### config.mk
export PLATFORM = sky130hd
export DESIGN_NAME = rf_write_arbiter
export DESIGN_NICKNAME = d
export VERILOG_FILES = /design/src/rtl/rf_arb_pkg.sv /design/src/rtl/rf_arb_fifo.sv /design/src/rtl/rf_write_arbiter.sv
export SDC_FILE = /design/constraint.sdc
export NUM_CORES = 1
export LEC_CHECK = 0
export CAP_MARGIN = 20
export CORE_ASPECT_RATIO = 0.5
export CORE_MARGIN = 4
export CORE_UTILIZATION = 35
export DETAILED_ROUTE_END_ITERATION = 8
export PLACE_DENSITY = 0.61
export SLEW_MARGIN = 20
export SYNTH_ARGS = -nofsm -noshare
export SYNTH_HDL_FRONTEND = slang
export SYNTH_SLANG_ARGS = --single-unit
### constraint.sdc
create_clock -name clk -period 2.8 [get_ports clk]
set_clock_uncertainty 0.05 [all_clocks]
set_input_delay 0.84 -clock clk [delete_from_list [all_inputs] [get_ports clk]]
set_output_delay 0.84 -clock clk [all_outputs]
set_load 0.02 [all_outputs]
### src/rtl/rf_arb_pkg.sv
// Shared definitions for the register file write-port arbiter.
//
// Holds the default widths and depth, the LU write request record and the
// hardwired-zero register ID. The optional starvation guard is enabled by
// defining RF_ARB_STARVE_GUARD_EN; its default limit lives here as well.
package rf_arb_pkg;

  localparam int unsigned RF_DATA_W       = 16;
  localparam int unsigned RF_REG_W        = 4;
  localparam int unsigned RF_DEPTH        = 2;
  localparam int unsigned RF_STARVE_LIMIT = 8;

  // Register 0 reads as zero; writes to it are never issued.
  localparam int unsigned RF_ZERO_REG = 0;

  // One queued write: destination register and data.
  typedef struct packed {
    logic [RF_REG_W-1:0]  reg_id;
    logic [RF_DATA_W-1:0] data;
  } rf_wr_req_t;

endpackage

### src/rtl/rf_arb_fifo.sv
// In-order synchronous FIFO for queued LU register writes.
//
// Ports:
//   clk, rst  - clock, synchronous active-high reset (drops all entries)
//   push_i    - enqueue data_i this cycle (ignored when full)
//   data_i    - entry to enqueue
//   pop_i     - dequeue the head this cycle (ignored when empty)
//   head_o    - current head entry (valid when empty_o is low)
//   count_o   - registered occupancy, 0..DEPTH
//   full_o    - occupancy equals DEPTH
//   empty_o   - occupancy is zero
//
// DEPTH must be a power of two so the read/write pointers wrap naturally.
module rf_arb_fifo
  import rf_arb_pkg::*;
#(
  parameter int unsigned DEPTH = RF_DEPTH,
  parameter type         T     = rf_wr_req_t
) (
  input  logic                       clk,
  input  logic                       rst,
  input  logic                       push_i,
  input  T                           data_i,
  input  logic                       pop_i,
  output T                           head_o,
  output logic [$clog2(DEPTH):0]     count_o,
  output logic                       full_o,
  output logic                       empty_o
);

  localparam int unsigned PtrW = $clog2(DEPTH);
  localparam int unsigned CntW = PtrW + 1;

  T                mem_q [DEPTH];
  logic [PtrW-1:0] wr_ptr_q, wr_ptr_d;
  logic [PtrW-1:0] rd_ptr_q, rd_ptr_d;
  logic [CntW-1:0] count_q, count_d;
  logic            push_en, pop_en;

  assign full_o  = (count_q == CntW'(DEPTH));
  assign empty_o = (count_q == '0);
  assign count_o = count_q;
  assign head_o  = mem_q[rd_ptr_q];

  assign push_en = push_i & ~full_o;
  assign pop_en  = pop_i & ~empty_o;

  always_comb begin
    wr_ptr_d = wr_ptr_q;
    rd_ptr_d = rd_ptr_q;
    count_d  = count_q;
    if (push_en) wr_ptr_d = wr_ptr_q + PtrW'(1);
    if (pop_en)  rd_ptr_d = rd_ptr_q + PtrW'(1);
    unique case ({push_en, pop_en})
      2'b10:   count_d = count_q + CntW'(1);
      2'b01:   count_d = count_q - CntW'(1);
      default: count_d = count_q;
    endcase
  end

  always_ff @(posedge clk) begin
    if (rst) begin
      wr_ptr_q <= '0;
      rd_ptr_q <= '0;
      count_q  <= '0;
    end else begin
      wr_ptr_q <= wr_ptr_d;
      rd_ptr_q <= rd_ptr_d;
      count_q  <= count_d;
    end
  end

  // Storage needs no reset: stale entries are unreachable once pointers clear.
  always_ff @(posedge clk) begin
    if (push_en) mem_q[wr_ptr_q] <= data_i;
  end

endmodule

### src/rtl/rf_write_arbiter.sv
// Register file write-port arbiter.
//
// Shares the single register file write port between the writeback stage
// (WB, highest priority, no back-pressure) and a long-latency unit (LU,
// valid/ready). LU writes are always queued in an in-order FIFO and drain in
// cycles where WB does not write. Outputs are registered and drive the
// register file write port directly.
//
// Ports:
//   clk, rst            - clock, synchronous active-high reset
//   wb_valid_i/reg/data - WB write request (ignored while wb_stall_o is high)
//   lu_valid_i/reg/data - LU write request, transfers on lu_valid_i & lu_ready_o
//   lu_ready_o          - FIFO has room (from registered occupancy only)
//   wb_stall_o          - WB must hold this cycle (starvation guard only)
//   rf_we_o/reg/data    - register file write port, one-cycle write pulses
//   fifo_count_o        - LU FIFO occupancy
//
// Build option: define RF_ARB_STARVE_GUARD_EN to add the starvation guard,
// which forces one WB stall after STARVE_LIMIT cycles of a full FIFO losing
// to WB. Without it wb_stall_o is tied low.
module rf_write_arbiter
  import rf_arb_pkg::*;
#(
  parameter int unsigned DATA_W       = RF_DATA_W,
  parameter int unsigned REG_W        = RF_REG_W,
`ifdef RF_ARB_STARVE_GUARD_EN
  parameter int unsigned STARVE_LIMIT = RF_STARVE_LIMIT,
`endif
  parameter int unsigned DEPTH        = RF_DEPTH
) (
  input  logic                   clk,
  input  logic                   rst,
  input  logic                   wb_valid_i,
  input  logic [REG_W-1:0]       wb_reg_i,
  input  logic [DATA_W-1:0]      wb_data_i,
  input  logic                   lu_valid_i,
  input  logic [REG_W-1:0]       lu_reg_i,
  input  logic [DATA_W-1:0]      lu_data_i,
  output logic                   lu_ready_o,
  output logic                   wb_stall_o,
  output logic                   rf_we_o,
  output logic [REG_W-1:0]       rf_reg_o,
  output logic [DATA_W-1:0]      rf_data_o,
  output logic [$clog2(DEPTH):0] fifo_count_o
);

  localparam logic [REG_W-1:0] ZeroReg = REG_W'(RF_ZERO_REG);

  typedef struct packed {
    logic [REG_W-1:0]  reg_id;
    logic [DATA_W-1:0] data;
  } req_t;

  req_t lu_req, fifo_head;
  logic fifo_full, fifo_empty;
  logic lu_push, wb_grant, lu_grant;

  logic              rf_we_q, rf_we_d;
  logic [REG_W-1:0]  rf_reg_q, rf_reg_d;
  logic [DATA_W-1:0] rf_data_q, rf_data_d;

  // ---------------------------------------------------------------------------
  // Handshake and grant
  // ---------------------------------------------------------------------------
  // Ready looks only at registered occupancy, so a same-cycle pop never
  // opens a slot early.
  assign lu_ready_o = ~rst & ~fifo_full;

  // R0 writes complete the handshake but are dropped instead of queued.
  assign lu_push = lu_valid_i & lu_ready_o & (lu_reg_i != ZeroReg);
  assign lu_req  = '{reg_id: lu_reg_i, data: lu_data_i};

  // An R0 WB write yields the slot to the FIFO head.
  assign wb_grant = wb_valid_i & ~wb_stall_o & (wb_reg_i != ZeroReg);
  assign lu_grant = ~wb_grant & ~fifo_empty;

  rf_arb_fifo #(
    .DEPTH (DEPTH),
    .T     (req_t)
  ) u_fifo (
    .clk     (clk),
    .rst     (rst),
    .push_i  (lu_push),
    .data_i  (lu_req),
    .pop_i   (lu_grant),
    .head_o  (fifo_head),
    .count_o (fifo_count_o),
    .full_o  (fifo_full),
    .empty_o (fifo_empty)
  );

  // ---------------------------------------------------------------------------
  // Starvation guard
  // ---------------------------------------------------------------------------
`ifdef RF_ARB_STARVE_GUARD_EN
  localparam int unsigned StarveW = $clog2(STARVE_LIMIT + 1);

  logic [StarveW-1:0] starve_q, starve_d;
  logic               wb_stall_q, wb_stall_d;

  // Counts edges where a full FIFO loses to WB. The stall cycle itself pops
  // the head, which clears the count, so the stall lasts exactly one cycle.
  always_comb begin
    starve_d   = starve_q;
    wb_stall_d = 1'b0;
    if (lu_grant || !fifo_full) begin
      starve_d = '0;
    end else if (wb_grant) begin
      if (starve_q == StarveW'(STARVE_LIMIT - 1)) begin
        starve_d   = '0;
        wb_stall_d = 1'b1;
      end else begin
        starve_d = starve_q + StarveW'(1);
      end
    end
  end

  always_ff @(posedge clk) begin
    if (rst) begin
      starve_q   <= '0;
      wb_stall_q <= 1'b0;
    end else begin
      starve_q   <= starve_d;
      wb_stall_q <= wb_stall_d;
    end
  end

  assign wb_stall_o = wb_stall_q;
`else
  assign wb_stall_o = 1'b0;
`endif

  // ---------------------------------------------------------------------------
  // Write port registers
  // ---------------------------------------------------------------------------
  // ID and data hold their last value when no write is granted.
  always_comb begin
    rf_we_d   = wb_grant | lu_grant;
    rf_reg_d  = rf_reg_q;
    rf_data_d = rf_data_q;
    if (wb_grant) begin
      rf_reg_d  = wb_reg_i;
      rf_data_d = wb_data_i;
    end else if (lu_grant) begin
      rf_reg_d  = fifo_head.reg_id;
      rf_data_d = fifo_head.data;
    end
  end

  always_ff @(posedge clk) begin
    if (rst) begin
      rf_we_q   <= 1'b0;
      rf_reg_q  <= '0;
      rf_data_q <= '0;
    end else begin
      rf_we_q   <= rf_we_d;
      rf_reg_q  <= rf_reg_d;
      rf_data_q <= rf_data_d;
    end
  end

  assign rf_we_o   = rf_we_q;
  assign rf_reg_o  = rf_reg_q;
  assign rf_data_o = rf_data_q;

endmodule

# ---- Word-level counts from Yosys, hierarchy flattened
# Memory sizes are Yosys's and may differ from the RTL's. A register that Yosys moved wholly into a read port is not among the register bits.
# Cells that the tools add are included.
dict set report totals {
  ramBits 40
  wordCells 40
  mem_count 1
  out_inout_bits 25
  register_bits 25
}
dict set report classes {
  add_sub_neg 4
  eq_ne 3
  n_bitwise 12
  n_mux 9
  n_reduce_logical 5
}
# name words word_bits read_ports rd_ports_with_merged_regs write_ports line_no
set mem_list {}
lappend mem_list {u_fifo.mem_q 2 20 1 1 1 rf_arb_fifo.sv:34} ;# T mem_q [DEPTH];
# operator count
set op_table {}
lappend op_table {{$mux W16} 2}
lappend op_table {{$mux W4} 2}
lappend op_table {{$reduce_bool A4 Y1} 2}
lappend op_table {{$and A1 B1 Y1} 7}
lappend op_table {{$eq A2 B2 Y1 const B} 2}
lappend op_table {{$mux W1} 4}
lappend op_table {{$not A1 Y1} 4}
lappend op_table {{$pmux W2 S2} 1}
lappend op_table {{$reduce_bool A2 Y1} 2}
lappend op_table {{$add A1 B1 Y1 const B} 2}
lappend op_table {{$add A2 B1 Y2 const B} 1}
lappend op_table {{$eq A2 B1 Y1 const B} 1}
lappend op_table {{$logic_not A2 Y1} 1}
lappend op_table {{$sub A2 B1 Y2 const B} 1}
lappend op_table {{$or A1 B1 Y1} 1}

# ---- Depth between registers and ports, before layout
dict set report depth {
  depth_word 8
  mapped_depth 7
  mapped_depth_nobuf 6
}

# ---- Modules after synthesis
# From an unflattened synthesis, not the netlist that was laid out.
dict set report unflattened {
  cells_unflattened 184
  hier_area_um2 2698.8
}
# mod cells_per_inst area_per_inst_um2 n_inst
set modules_own_cells {}
lappend modules_own_cells {rf_arb_fifo 88 1660.3 1}
lappend modules_own_cells {rf_write_arbiter 96 1038.5 1}

# ---- Worst setup path after synthesis
# No wires, ideal clock.
dict set report synth_path {
  path_type {in2reg}
  startpoint {input rst}
  endpoint {memory u_fifo.mem_q[1][0] in the netlist's numbering (enable)}
  t_required_ps 2353
  setup_slack_ps 15
  cell_stages 3
  path_buffers 1
  t_arrival_ps 2338
  path_cell_list {clkbuf_1 > or3_1 > nor2_1}
}
dict set report synth_between {
  elab_chain_cells 7
}
# item line_no
set synth_rtl {}
lappend synth_rtl {{start, declared} rf_write_arbiter.sv:32} ;# input logic rst,
lappend synth_rtl {{$not A1 Y1} rf_write_arbiter.sv:67} ;# assign lu_ready_o = ~rst & ~fifo_full;
lappend synth_rtl {{$and A1 B1 Y1} rf_write_arbiter.sv:67}
lappend synth_rtl {{$and A1 B1 Y1 (2 in series)} rf_write_arbiter.sv:70} ;# assign lu_push = lu_valid_i & lu_ready_o & (lu_reg_i != ZeroReg);
lappend synth_rtl {{$and A1 B1 Y1} rf_arb_fifo.sv:45} ;# assign push_en = push_i & ~full_o;
lappend synth_rtl {{$mux W1} rf_arb_fifo.sv:75} ;# if (push_en) mem_q[wr_ptr_q] <= data_i;
lappend synth_rtl {{$mux W1 (implied by the code)} rf_arb_fifo.sv:75}
lappend synth_rtl {{end, declared} rf_arb_fifo.sv:34}
# Every way passes these cells.

# ---- Worst setup path in the final report
dict set report layout_path {
  startpoint {input lu_reg_i[1]}
  endpoint {register u_fifo.count_q[1], in the netlist u_fifo.count_o[1]}
}
dict set report layout_between {
  elab_chain_cells 5
}
# item line_no
set layout_rtl {}
lappend layout_rtl {{start, declared} rf_write_arbiter.sv:37} ;# input logic [REG_W-1:0] lu_reg_i,
lappend layout_rtl {{$reduce_bool A4 Y1 (*)} rf_write_arbiter.sv:70}
lappend layout_rtl {{$and A1 B1 Y1 (*)} rf_write_arbiter.sv:70}
lappend layout_rtl {{$and A1 B1 Y1 (*)} rf_arb_fifo.sv:45}
lappend layout_rtl {{$eq A2 B1 Y1 / $eq A2 B2 Y1 (equally long branches)} rf_arb_fifo.sv:54} ;# unique case ({push_en, pop_en})
lappend layout_rtl {{$pmux W2 S2 / $reduce_bool A2 Y1 (equally long branches)} --}
lappend layout_rtl {{end signal, assigned} rf_arb_fifo.sv:69} ;# count_q <= count_d;
lappend layout_rtl {{end, declared} rf_arb_fifo.sv:37} ;# logic [CntW-1:0] count_q, count_d;
# Mark *: on every way between the ends. The rest lies on a longest branch, timed or not.
# A chain may end at the register's enable or synchronous reset.

==> metrics.cfg <==
[synth]
synthTopCellsByArea=edfxtp_1, dfxtp_1, mux2i_1, a22o_1, a21oi_1
synth_flop_cell=edfxtp_1
synth_seq_cells=66
synth_edf_count=40
async_flop_share_pct=0
syn_area_mm2=0.002571
syn_avg_cell_area_um2=13.39
synthDistinctLibCells=30
ys_seq_area_share_pct=66.96
syn-num-nets=237
synth_top_area_share_pct=46.72
ys_warn_count=0
syn_inst=192
yosysTopAreaCell=edfxtp_1

[clock_tree]
cts_buffers=9
clockBufferDepth=2
ctsHoldBuffers=0
clockRootBuffer=clkbuf_16
clk_pin_slew_ps=50
cts_tree=built
cts_resized=1
cts_num_sinks=66
post-cts-setup-buffer-count=0
htree_levels=3
clk_latency_ps=320

[worst_hold_path]
hp-class=flip-flop to flip-flop
holdPathStages=2

[global_route]
grt_util_met3_pct=5.385
grt_pass1_wl_um=9611
antenna_found_initial=0
grt_pass1_vias=1919
grt.busiest_layer=met2
grt-ovfl-total=0
met2_usage_pct=23.32
use_met1_pct=18.83
grt_util_all_layers_pct=14.71
grt_max_degree=24

[critical_path]
worst-r2r-setup-slack_ps=790
r2r-start=u_fifo.count_o[1]$_SDFFE_PP0P_
endpoint_kind=flip-flop
critPathMaxStageDelay_ps=460
endpoint=u_fifo.count_o[1]$_SDFFE_PP0P_
crit_family=compound AO/OA/AOI/OAI gates
cpMaxStageDelayCell=o41ai_1
cp-start-kind=input port
worstPathRequired_ps=3000
critPathKind=input port to flip-flop
crit_top_cell=or3_1
arrival_ps=2800
crit_buf_inv=2
path_depth=7
cp_max_fo=2
crit_path_cell_trace=clkdlybuf4s50_1 -> o41ai_1 -> buf_4 -> or3_1 -> ha_1 -> or3_1 -> a21oi_1
r2r_cells=6
timing.rr.end=u_fifo.count_o[1]$_SDFFE_PP0P_
critPathLaunch=lu_reg_i[1]

[timing]
finalHoldViolations=0
max_freq_mhz=385.3
rsz0062_at_grt=no
finalCriticalPeriod_ps=2596
slew_headroom_pct=39.27
worst_pin_slew_ps=910.0
slew_violations=0
fin_crit_sh_pct=92.70
finalSetupViolations=0
tns_ps=0

[final_layout]
antenna_cells=0
fin_nets=324
fin_util_pct=55.28
fin_area_mm2=0.003820
area_growth_pct=48.56
fillers=593
drive_gt1_share_pct=17.61
multi_input_area_um2=778.2
register_area_mm2=0.001722

[drt]
vias=1855
firstDrtPassIters=4
wirelength_um=6226
drtAntennaViolNets=0
avgRoutedWirePerCell_um=16.56
avgViaCountPerCell=4.934
drc=0
drt_iter0_markers=167

[die]
io_pins=69
initial_core_util_pct=37.21
die_h_um=68.61
rows=21
die_x_um=129.2
die-area_mm2=0.008865
core_area_mm2=0.006910

[status]
status=completed

[power]
powerDensity_mw_per_mm2=970.5
seq_power_share_pct=33.8
p_sw_share_pct=29.54
total_leakage_power_nw=1.386
p_sw_w=0.001095
p_int_w=0.002612
p_total_w=0.003707
clkPwrFrac_pct=34.5
ir_worst_vdd_mv=0.4254
p_comb_share_pct=31.7

[placed_design]
place_congestion=0.7509
dp_hpwl_um=4249
post_dp_cell_area_mm2=0.003478
io_buffers=67

[run]
cap_violations=0

[synth_stat cells, types with 4 or more instances]
| cell type | n |
|---|---|
| edfxtp_1 | 40 |
| dfxtp_1 | 26 |
| a21oi_1 | 21 |
| mux2i_1 | 20 |
| nor3_1 | 20 |
| a22o_1 | 13 |
| nor2_1 | 8 |
| buf_2 | 6 |
| clkbuf_1 | 6 |
| a22o_2 | 5 |
| o21ai_0 | 4 |
[flip-flops by register name, summed over array words and instances, names as in the netlist, named ones only]
| signal | cells |
|---|---|
| rf_data_o | 16 |
| rf_reg_o | 4 |
| rf_we_o | 1 |
| u_fifo.count_o | 2 |
| u_fifo.mem_q | 40 |
| u_fifo.rd_ptr_q | 1 |
| u_fifo.wr_ptr_q | 1 |
[worst min-delay path by stage]
stage	from	endpoint	slack [ps]
after floorplan	u_fifo.rd_ptr_q$_SDFFE_PP0P_	flip-flop	400
after global placement	u_fifo.rd_ptr_q$_SDFFE_PP0P_	u_fifo.rd_ptr_q$_SDFFE_PP0P_	420
after detailed placement	u_fifo.rd_ptr_q$_SDFFE_PP0P_	u_fifo.rd_ptr_q$_SDFFE_PP0P_	430
after CTS	u_fifo.rd_ptr_q$_SDFFE_PP0P_	u_fifo.rd_ptr_q$_SDFFE_PP0P_	440
after global routing	u_fifo.rd_ptr_q$_SDFFE_PP0P_	u_fifo.rd_ptr_q$_SDFFE_PP0P_	460
final	u_fifo.rd_ptr_q$_SDFFE_PP0P_	u_fifo.rd_ptr_q$_SDFFE_PP0P_	440
[power by group through the flow]
stage | logic, W | clock network [W] | registers [W]
floorplan | 0.000619 | 0 | 0.00137
global placement | 0.00116 | 0 | 0.00127
detailed placement | 0.00117 | 0 | 0.00127
CTS | 0.00118 | 0.00130 | 0.00126
global route | 0.00128 | 0.00135 | 0.00127
finish | 0.00118 | 0.00128 | 0.00125
[cells in the final DEF (no fill, tap or decap), drive strengths merged]
cell	count
or3	2
mux2i	20
xnor2	1
buf	23
nor2	9
dlygate4sd2	1
bufinv	3
clkdlybuf4s50	66
a21oi	21
clkbuf	10
nand3	1
or2	1
xor2	1
and2	1
nand2	1
ha	1
dfxtp	26
edfxtp	40
nor3	20
o41ai	2
o21ai	4
a32o	2
a22o	18
nor2b	2
o211ai	1
conb	1
inv	2
clkinv	3
o41a	1
[metal layers]
metal	share of wire (%)	wire, um
met1	48	3010
met2	44	2747
met3	6.5	402
met4	1.0	65
met5	0	0
[final cells by class]
type / instances / share of cell area [%]
multi-input cells: 110 / 20.37
clock inverters: 6 / 2.719
repair buffers: 90 / 22.37
flip-flops and latches: 66 / 45.07
well taps: 92 / 3.013
inverters: 2 / 0.1965
clock buffers: 10 / 6.256
[through the flow]
step / cells / setup WS, ps / hold slack [ps]
floorplan: 192 / 15.14 / 402.9
global placement: 360 / -74.81 / 416.2
detailed placement: 360 / -122.9 / 433.2
CTS: 376 / 195.9 / 440.5
global route: 376 / 93.51 / 464.5
finish: 376 / 204.3 / 439.4
[cells by family (layout without fill, tap and decap cells)]
logic type / Yosys count / in the layout / share of synthesized area, %
flip-flops: 66 / 66 / 66.96
AO/OA/AOI/OAI: 49 / 49 / 13.72
AND/OR/NAND/NOR: 37 / 37 / 7.153
multiplexers: 20 / 20 / 7.786
buffers and inverters: 16 / 108 / 3.066
XOR/XNOR: 2 / 2 / 0.6814
adder cells (fa/ha/maj): 1 / 1 / 0.4865
other: 1 / 1 / 0.1458
[tightest hold or removal path, stage by stage, from the launching register on]
cell and delay [ps]:
dfxtp_1 310, nand2_1 70, o21ai_0 60
(Power assumes the default switching activity.)
